===== src/rtl/coin_feeder.sv =====
// Customer-side coin driver: feeds COIN_PER_COLA coin pulses per requested cola into the vending FSM and counts acks.
// Optional: define COIN_FEEDER_RANDOM_GAP_EN to take gap lengths (1-4 cycles) from an 8-bit LFSR instead of GAP_CNT.
module coin_feeder #(
    parameter int COIN_PER_COLA = 3,
    parameter int GAP_CNT       = 2,
    parameter int TIMEOUT       = 8,
    parameter int CNT_W         = 4
) (
    input  logic             sys_clk,
    input  logic             sys_rst_n,
    input  logic             buy_req,
    input  logic [CNT_W-1:0] buy_num,
    input  logic             po_cola,
    output logic             pi_money,
    output logic             busy,
    output logic             done,
    output logic             err,
    output logic [CNT_W-1:0] cola_cnt
);
    localparam int COIN_W = $clog2(COIN_PER_COLA + 1);
    localparam int TO_W   = $clog2(TIMEOUT + 1);
    localparam int GAP_W  = $clog2(GAP_CNT + 4);

    typedef enum logic [1:0] {IDLE, COIN, GAP, WAIT} state_t;

    state_t            state_q, state_d;
    logic [CNT_W-1:0]  num_q, num_d;
    logic [CNT_W-1:0]  cola_cnt_q, cola_cnt_d;
    logic [COIN_W-1:0] coin_cnt_q, coin_cnt_d;
    logic [TO_W-1:0]   to_cnt_q, to_cnt_d;
    logic [GAP_W-1:0]  gap_left_q, gap_left_d;
    logic              pi_money_q, pi_money_d;
    logic              done_q, done_d;
    logic              err_q, err_d;
    logic [GAP_W-1:0]  gap_load;
    logic [CNT_W-1:0]  cola_inc;
    logic              last_coin;
    logic              ack;

`ifdef COIN_FEEDER_RANDOM_GAP_EN
    logic [7:0] lfsr_q, lfsr_d;

    // x^8+x^6+x^5+x^4+1, shifting left with feedback into bit 0
    assign lfsr_d   = {lfsr_q[6:0], lfsr_q[7] ^ lfsr_q[5] ^ lfsr_q[4] ^ lfsr_q[3]};
    assign gap_load = GAP_W'(lfsr_q[1:0]);

    always_ff @(posedge sys_clk or negedge sys_rst_n) begin
        if (!sys_rst_n) begin
            lfsr_q <= 8'hA5;
        end else begin
            lfsr_q <= lfsr_d;
        end
    end
`else
    assign gap_load = GAP_W'(GAP_CNT - 1);
`endif

    assign cola_inc  = cola_cnt_q + 1'b1;
    assign last_coin = (coin_cnt_q == COIN_W'(COIN_PER_COLA - 1));
    // An ack during the final coin cycle counts, so a Mealy-style vending FSM is handled.
    assign ack = po_cola && ((state_q == WAIT) || ((state_q == COIN) && last_coin));

    always_comb begin
        state_d    = state_q;
        num_d      = num_q;
        cola_cnt_d = cola_cnt_q;
        coin_cnt_d = coin_cnt_q;
        to_cnt_d   = to_cnt_q;
        gap_left_d = gap_left_q;
        done_d     = 1'b0;
        err_d      = 1'b0;

        unique case (state_q)
            IDLE: begin
                if (buy_req) begin
                    cola_cnt_d = '0;
                    coin_cnt_d = '0;
                    if (buy_num != '0) begin
                        num_d   = buy_num;
                        state_d = COIN;
                    end else begin
                        done_d = 1'b1;
                    end
                end
            end
            COIN: begin
                coin_cnt_d = coin_cnt_q + 1'b1;
                if (last_coin) begin
                    to_cnt_d = '0;
                    state_d  = WAIT;
                end else begin
                    gap_left_d = gap_load;
                    state_d    = GAP;
                end
            end
            GAP: begin
                if (gap_left_q == '0) begin
                    state_d = COIN;
                end else begin
                    gap_left_d = gap_left_q - 1'b1;
                end
            end
            WAIT: begin
                to_cnt_d = to_cnt_q + 1'b1;
                if (!po_cola && (to_cnt_q == TO_W'(TIMEOUT - 1))) begin
                    err_d   = 1'b1;
                    state_d = IDLE;
                end
            end
        endcase

        if (ack) begin
            cola_cnt_d = cola_inc;
            coin_cnt_d = '0;
            if (cola_inc == num_q) begin
                done_d  = 1'b1;
                state_d = IDLE;
            end else begin
                gap_left_d = gap_load;
                state_d    = GAP;
            end
        end

        pi_money_d = (state_d == COIN);
    end

    always_ff @(posedge sys_clk or negedge sys_rst_n) begin
        if (!sys_rst_n) begin
            state_q    <= IDLE;
            num_q      <= '0;
            cola_cnt_q <= '0;
            coin_cnt_q <= '0;
            to_cnt_q   <= '0;
            gap_left_q <= '0;
            pi_money_q <= 1'b0;
            done_q     <= 1'b0;
            err_q      <= 1'b0;
        end else begin
            state_q    <= state_d;
            num_q      <= num_d;
            cola_cnt_q <= cola_cnt_d;
            coin_cnt_q <= coin_cnt_d;
            to_cnt_q   <= to_cnt_d;
            gap_left_q <= gap_left_d;
            pi_money_q <= pi_money_d;
            done_q     <= done_d;
            err_q      <= err_d;
        end
    end

    assign pi_money = pi_money_q;
    assign busy     = (state_q != IDLE);
    assign done     = done_q;
    assign err      = err_q;
    assign cola_cnt = cola_cnt_q;
endmodule


===== config.mk =====
export PLATFORM = sky130hd
export DESIGN_NAME = coin_feeder
export DESIGN_NICKNAME = d
export VERILOG_FILES = /design/src/rtl/coin_feeder.sv
export SDC_FILE = /design/constraint.sdc
export NUM_CORES = 1
export LEC_CHECK = 0
export CORE_MARGIN = 3
export CORE_UTILIZATION = 35
export CTS_CLUSTER_DIAMETER = 200
export DETAILED_ROUTE_END_ITERATION = 8
export HOLD_SLACK_MARGIN = 0.06
export PLACE_DENSITY_LB_ADDON = 0.25
export REMOVE_ABC_BUFFERS = 1
export SLEW_MARGIN = 30
export SYNTH_ARGS = -nofsm -noshare
export SYNTH_HDL_FRONTEND = slang
export SYNTH_SLANG_ARGS = --single-unit

===== constraint.sdc =====
create_clock -name sys_clk -period 1.6 [get_ports sys_clk]
set_input_delay 0.32 -clock sys_clk [delete_from_list [all_inputs] [get_ports sys_clk]]
set_output_delay 0.32 -clock sys_clk [all_outputs]
set_load 0.1 [all_outputs]

# [Word-level counts from Yosys, hierarchy flattened]
# Cells that the tools add are included.
[word_totals] register_bits=22 output_inout_bits=8 elab_cells=67
[op_classes] addsub=4 eq_ne=9 n_mux=28 n_reduce_logical=17
[ops] op="$mux 2" count=8
[ops] op="$mux 4" count=4
[ops] op="$mux 3" count=4
[ops] op="$add 4x1->4 const B" count=2
[ops] op="$mux 1" count=8
[ops] op="$pmux 2 s4" count=1
[ops] op="$pmux 4 s2" count=1
[ops] op="$reduce_bool 2->1" count=4
[ops] op="$eq 2x2->1 const B" count=3
[ops] op="$pmux 3 s2" count=1
[ops] op="$reduce_and 2->1" count=3
[ops] op="$eq 2x1->1 const B" count=2
[ops] op="$eq 4x3->1 const B" count=1
[ops] op="$eq 4x4->1" count=1
[ops] op="$pmux 2 s2" count=1
[ops] op="$reduce_bool 4->1" count=1
[ops] op="$logic_and 1x1->1" count=3
[ops] op="$logic_not 3->1" count=1
[ops] op="$ne 3x3->1 const B" count=1
[ops] op="$reduce_and 3->1" count=1
[ops] op="$reduce_bool 3->1" count=1
[ops] op="$sub 3x1->3 const B" count=1
[ops] op="$add 2x1->2 const B" count=1
[ops] op="$logic_not 2->1" count=1
[ops] op="other kinds (3)" count=3

# [Depth between registers and ports, before layout]
[depth] ltp_word=6 depth_mapped=7 mapped_depth_nobuf=6

# [Least setup slack after synthesis]
# No wires, ideal clock.
[synth_path] path_kind="reg-to-reg" from="register cola_cnt_q[0] (netlist: cola_cnt[0])" to="register gap_left_q[0]" arrival_ns=2.086 t_required_ns=1.474 setup_slack_ns=-0.613 path_stages_with_launch=6 n_path_buf=0 synth_period_minus_slack_ns=2.213 path_cell_list="dfrtp_1 -> ha_1 -> xor3_1 -> nor3_2 -> a21oi_1 -> a221o_1"
[synth_between] elab_chain_len=4
[synth_rtl] element="start: declaration" line="28" rtl="logic [CNT_W-1:0] cola_cnt_q, cola_cnt_d;"
[synth_rtl] element="start signal: assignment" line="141" rtl="cola_cnt_q <= cola_cnt_d;"
[synth_rtl] element="$add 4x1->4" line="58" rtl="assign cola_inc = cola_cnt_q + 1'b1;"
[synth_rtl] element="$eq 4x4->1" line="115" rtl="if (cola_inc == num_q) begin"
[synth_rtl] element="$mux 3" line="115"
[synth_rtl] element="$mux 3" line="112" rtl="if (ack) begin"
[synth_rtl] element="named net gap_left_d[0]" line="31" rtl="logic [GAP_W-1:0] gap_left_q, gap_left_d;"
[synth_rtl] element="end signal: assignment" line="144" rtl="gap_left_q <= gap_left_d;"
[synth_rtl] element="end: declaration" line="31"
# The timed path passes the listed nets, and every way through them passes these cells.
# A chain may end at the register's enable or synchronous reset.

# [Worst setup path after layout]
[layout_path] from="input buy_num[1]" to="register pi_money_q (netlist: pi_money)"
[layout_between] elab_chain_len=6
[layout_rtl] element="start: declaration" line="12" rtl="input logic [CNT_W-1:0] buy_num,"
[layout_rtl] element="$reduce_bool 4->1" line="78" rtl="if (buy_num != '0) begin"
[layout_rtl] element="$mux 2" line="78"
[layout_rtl] element="$mux 2" line="75" rtl="if (buy_req) begin"
[layout_rtl] element="$pmux 2 s4" line="73" rtl="unique case (state_q)"
[layout_rtl] element="$mux 2" line="112"
[layout_rtl] element="$eq 2x1->1" line="124" rtl="pi_money_d = (state_d == COIN);"
[layout_rtl] element="named net pi_money_d" line="32" rtl="logic pi_money_q, pi_money_d;"
[layout_rtl] element="end signal: assignment" line="145" rtl="pi_money_q <= pi_money_d;"
[layout_rtl] element="end: declaration" line="32"
# The timed path passes the listed nets, and every way through them passes these cells.

==> run_results.csv <==
group,metric,value,unit
logic_synthesis,synth_warnings,0,
cts,tritoncts_buffer_count,3,
place,buffer_ports.inserted,15,
worst_setup_path,worst_ep_arrival_time,1850,ps
cts,htreeDepth,1,
detailed_routing,finalWirelength,3.01,mm
global_route,grt_pass1_vias,1160,
power_and_ir_drop,ir_worst_vdd,1.63,mV
floorplanning,fp.dieH,66,µm
sta,min_tclk_post_route,1660,ps
cts,clk_path_buf_depth,2,
hold_path,hold_class,"primary input to asynchronous set/reset pin",
sta,setup_viol_count_final,2,
worst_setup_path,nature_of_the_critical_path_startpoint,"primary input",
sta,fin_setup_tns,-86.5,ps
sta,report.final.slew_viol_count,0,
floorplanning,fp.dieArea,0.00436,mm²
place,gp_congestion,0.813,
global_route,grt_antenna_before_repair,0,
power_and_ir_drop,power_density,2060,mW/mm²
logic_synthesis,syn_area,0.00126,mm²
worst_setup_path,type_of_destination_of_the_critical_path,"register",
cts,cts_tree,"built",
worst_setup_path,critical_path_required,1790,ps
floorplanning,num_rows,21,
logic_synthesis,post_synth_inst_count,129,
detailed_routing,vias,1087,
cts,cts_root_buf,"sky130_fd_sc_hd__clkbuf_4",
cells_and_area,area_delta_synth_final,44.4,%
job,drv.max_cap_violation_count,0,
sta,setup_ws_final,-61.0,ps
logic_synthesis,synth_area_per_cell,9.77,µm²
global_route,grt_overflow,0,
place,detailedPlace.worstSlack,-286,ps
outcome,run_status,"finished with violations",
global_route,maximum_number_of_pins_on_one_net_before_global_route_repair,23,
cts,tritoncts_num_sinks,22,
cells_and_area,layout-drive-gt1-share,0.329,
sta,final.period_utilization,1.04,
floorplanning,initial_utilization,0.372,
cts,worst_skew_pair.late_latency,300,ps
cells_and_area,finalNetCount,186,
sta,clock_skew,3.69,ps
worst_setup_path,worstSetupPathType,"primary input to register",
power_and_ir_drop,power_leakage,0.791,nW
floorplanning,ioPinCount,16,
sta,hold_viol_final,0,
global_route,gr-usage-all-layers,0.157,
detailed_routing,detail_route.wl_per_cell,14.1,µm
logic_synthesis,postSynthRegisterBits,22,
detailed_routing,initialDrtViolationCount,49,
sta,unrepaired_setup_endpoints_after_global_routing,"true",
detailed_routing,post-route-drc-count,0,
detailed_routing,antenna_violating_nets_post_route,0,
global_route,wire_length_of_the_first_global_routing_pass,5.33,mm
place,dp_hpwl,2.18,mm
sta,worst_pin_slew,342,ps
outcome,violations,"negative setup slack",
sta,timing.max_slew.rel_slack,0.770,
worst_setup_path,critical_path.max_fanout,3,
cells_and_area,fin_util,0.537,
floorplanning,core_box_area,0.00339,mm²
detailed_routing,dr.pass1.iters,4,
worst_setup_path,crit_slowest_cell,"sky130_fd_sc_hd__or4_1",
worst_setup_path,cell_breakdown_of_the_critical_path,"clkdlybuf4s50_1 > or4_1 > a211oi_1 > nor3_1",
logic_synthesis,ys_seq_area_frac,0.437,
detailed_routing,detail_route.vias_per_cell,5.10,
floorplanning,die_width,66,µm
sta,timing.fmax,602,MHz
worst_setup_path,cpPeakStageDelay,580,ps
logic_synthesis,synthDistinctLibCells,36,
cells_and_area,n_antenna_cell,0,
cts,clk_pin_slew,120,ps
[cell usage after synthesis (all sizes together)]
master	number	share of area
o22ai	1	0.0050
nand2	11	0.033
o221ai	1	0.0070
xor3	1	0.019
nor4	1	0.0050
xor2	1	0.0070
a211oi	1	0.0060
and3	1	0.0050
a31oi	1	0.0050
mux2i	1	0.0079
a221o	1	0.0079
ha	9	0.089
nor2b	2	0.0099
mux2	4	0.036
xnor2	4	0.028
nand3	7	0.028
o31ai	1	0.0060
nand2b	5	0.025
nand4bb	1	0.0089
or2	1	0.0050
clkbuf	2	0.0060
o21a	3	0.018
a32o	1	0.0079
o21ai	13	0.052
nand3b	1	0.0060
nor2	4	0.012
nor3	4	0.020
a22o	2	0.014
and2	3	0.015
inv	9	0.027
a22oi	1	0.0060
dfrtp	22	0.44
a21oi	8	0.032
or4	1	0.0060
[repair_timing]
action	4_1_cts	5_1_grt
pin swaps	3	4
setup endpoints to repair	4	21
buffers inserted	5	2
gates resized for setup	9	14
hold buffers	0	0
[worst paths after layout]
| check | startpoint | to | slack (ps) | cells after the start |
|---|---|---|---|---|
| setup reg to reg | state_q[0] | cola_cnt[0] | 20 | 8 |
| setup / recovery | buy_num[1] | pi_money | -60 | 4 |
| min in group sys_clk | to_cnt_q[0] | to_cnt_q[0] | 530 | 1 |
| max in group asynchronous | sys_rst_n | err | 1020 | 2 |
| hold / removal | sys_rst_n | gap_left_q[1] | 350 | 2 |
| hold reg to reg | to_cnt_q[0] | to_cnt_q[0] | 530 | 1 |
[worst max-delay path: cells and delay by family]
family / cells / cell delay [ps]
buffers and inverters: 1 / 460
AOI/OAI and AO/OA: 1 / 380
and+or+nand+nor: 2 / 680
[metal layers]
layer / GRT usage / share of wire
met1: 0.189 / 0.44
met2: 0.285 / 0.51
met3: 0.0323 / 0.035
met4: 0.0355 / 0.0057
met5: 0 / 0
[final cells by class]
| class | count | area, µm² |
|---|---|---|
| fillers | 303 | 1570 |
| inverters | 9 | 36.3 |
| well taps | 46 | 57.6 |
| clock buffers | 3 | 22.5 |
| flip-flops and latches | 22 | 551 |
| repair buffers | 37 | 399 |
| multi-input cells | 96 | 753 |
[sequential cells by signal (all words and copies together), names as in the netlist]
signal	count
gap_left_q	3
state_q	2
coin_cnt_q	2
pi_money	1
cola_cnt	4
num_q	4
to_cnt_q	4
err	1
done	1
[cells by family (layout without fill, tap and decap cells)]
| logic type | after synthesis | after routing | share of synthesized area |
|---|---|---|---|
| AO/OA/AOI/OAI | 34 | 34 | 0.166 |
| XOR/XNOR | 6 | 6 | 0.0536 |
| adder cells (fa/ha/maj) | 9 | 9 | 0.0894 |
| buffers and inverters | 11 | 49 | 0.0328 |
| flip-flops | 22 | 22 | 0.437 |
| multiplexers | 5 | 5 | 0.0437 |
| AND/OR/NAND/NOR | 42 | 42 | 0.178 |
[where the power goes]
group          switching, W  internal [W]
Combinational       0.00140       0.00115
Clock              0.000161     0.0000878
Sequential         0.000183      0.000762
Total               0.00174       0.00200
[cell usage in the layout (no fill, tap or decap), types with 2 or more instances in the layout]
| master | instances |
|---|---|
| sky130_fd_sc_hd__buf_12 | 8 |
| sky130_fd_sc_hd__o21a_1 | 3 |
| sky130_fd_sc_hd__ha_1 | 6 |
| sky130_fd_sc_hd__buf_4 | 21 |
| sky130_fd_sc_hd__nor3_2 | 2 |
| sky130_fd_sc_hd__o21ai_0 | 10 |
| sky130_fd_sc_hd__nand3_1 | 7 |
| sky130_fd_sc_hd__dfrtp_1 | 22 |
| sky130_fd_sc_hd__clkdlybuf4s50_1 | 7 |
| sky130_fd_sc_hd__ha_4 | 2 |
| sky130_fd_sc_hd__a22o_1 | 2 |
| sky130_fd_sc_hd__and2_1 | 2 |
| sky130_fd_sc_hd__nor2_1 | 3 |
| sky130_fd_sc_hd__mux2_2 | 4 |
| sky130_fd_sc_hd__a21oi_1 | 7 |
| sky130_fd_sc_hd__nor3_1 | 2 |
| sky130_fd_sc_hd__inv_2 | 2 |
| sky130_fd_sc_hd__clkbuf_4 | 3 |
| sky130_fd_sc_hd__nand2_1 | 11 |
| sky130_fd_sc_hd__nand2b_1 | 4 |
| sky130_fd_sc_hd__o21ai_1 | 2 |
| sky130_fd_sc_hd__xnor2_1 | 4 |
| sky130_fd_sc_hd__inv_1 | 6 |
[metrics by stage]
stage	cells	total power, W	area [µm²]	hold WS, ps
after floorplan	127	0.00239	1250	24.4
after global placement	204	0.00311	1660	498
after detailed placement	204	0.00317	1660	513
after CTS	211	0.00357	1750	359
after global routing	213	0.00405	1820	360
final	213	0.00374	1820	353
(Power assumes the default switching activity.)
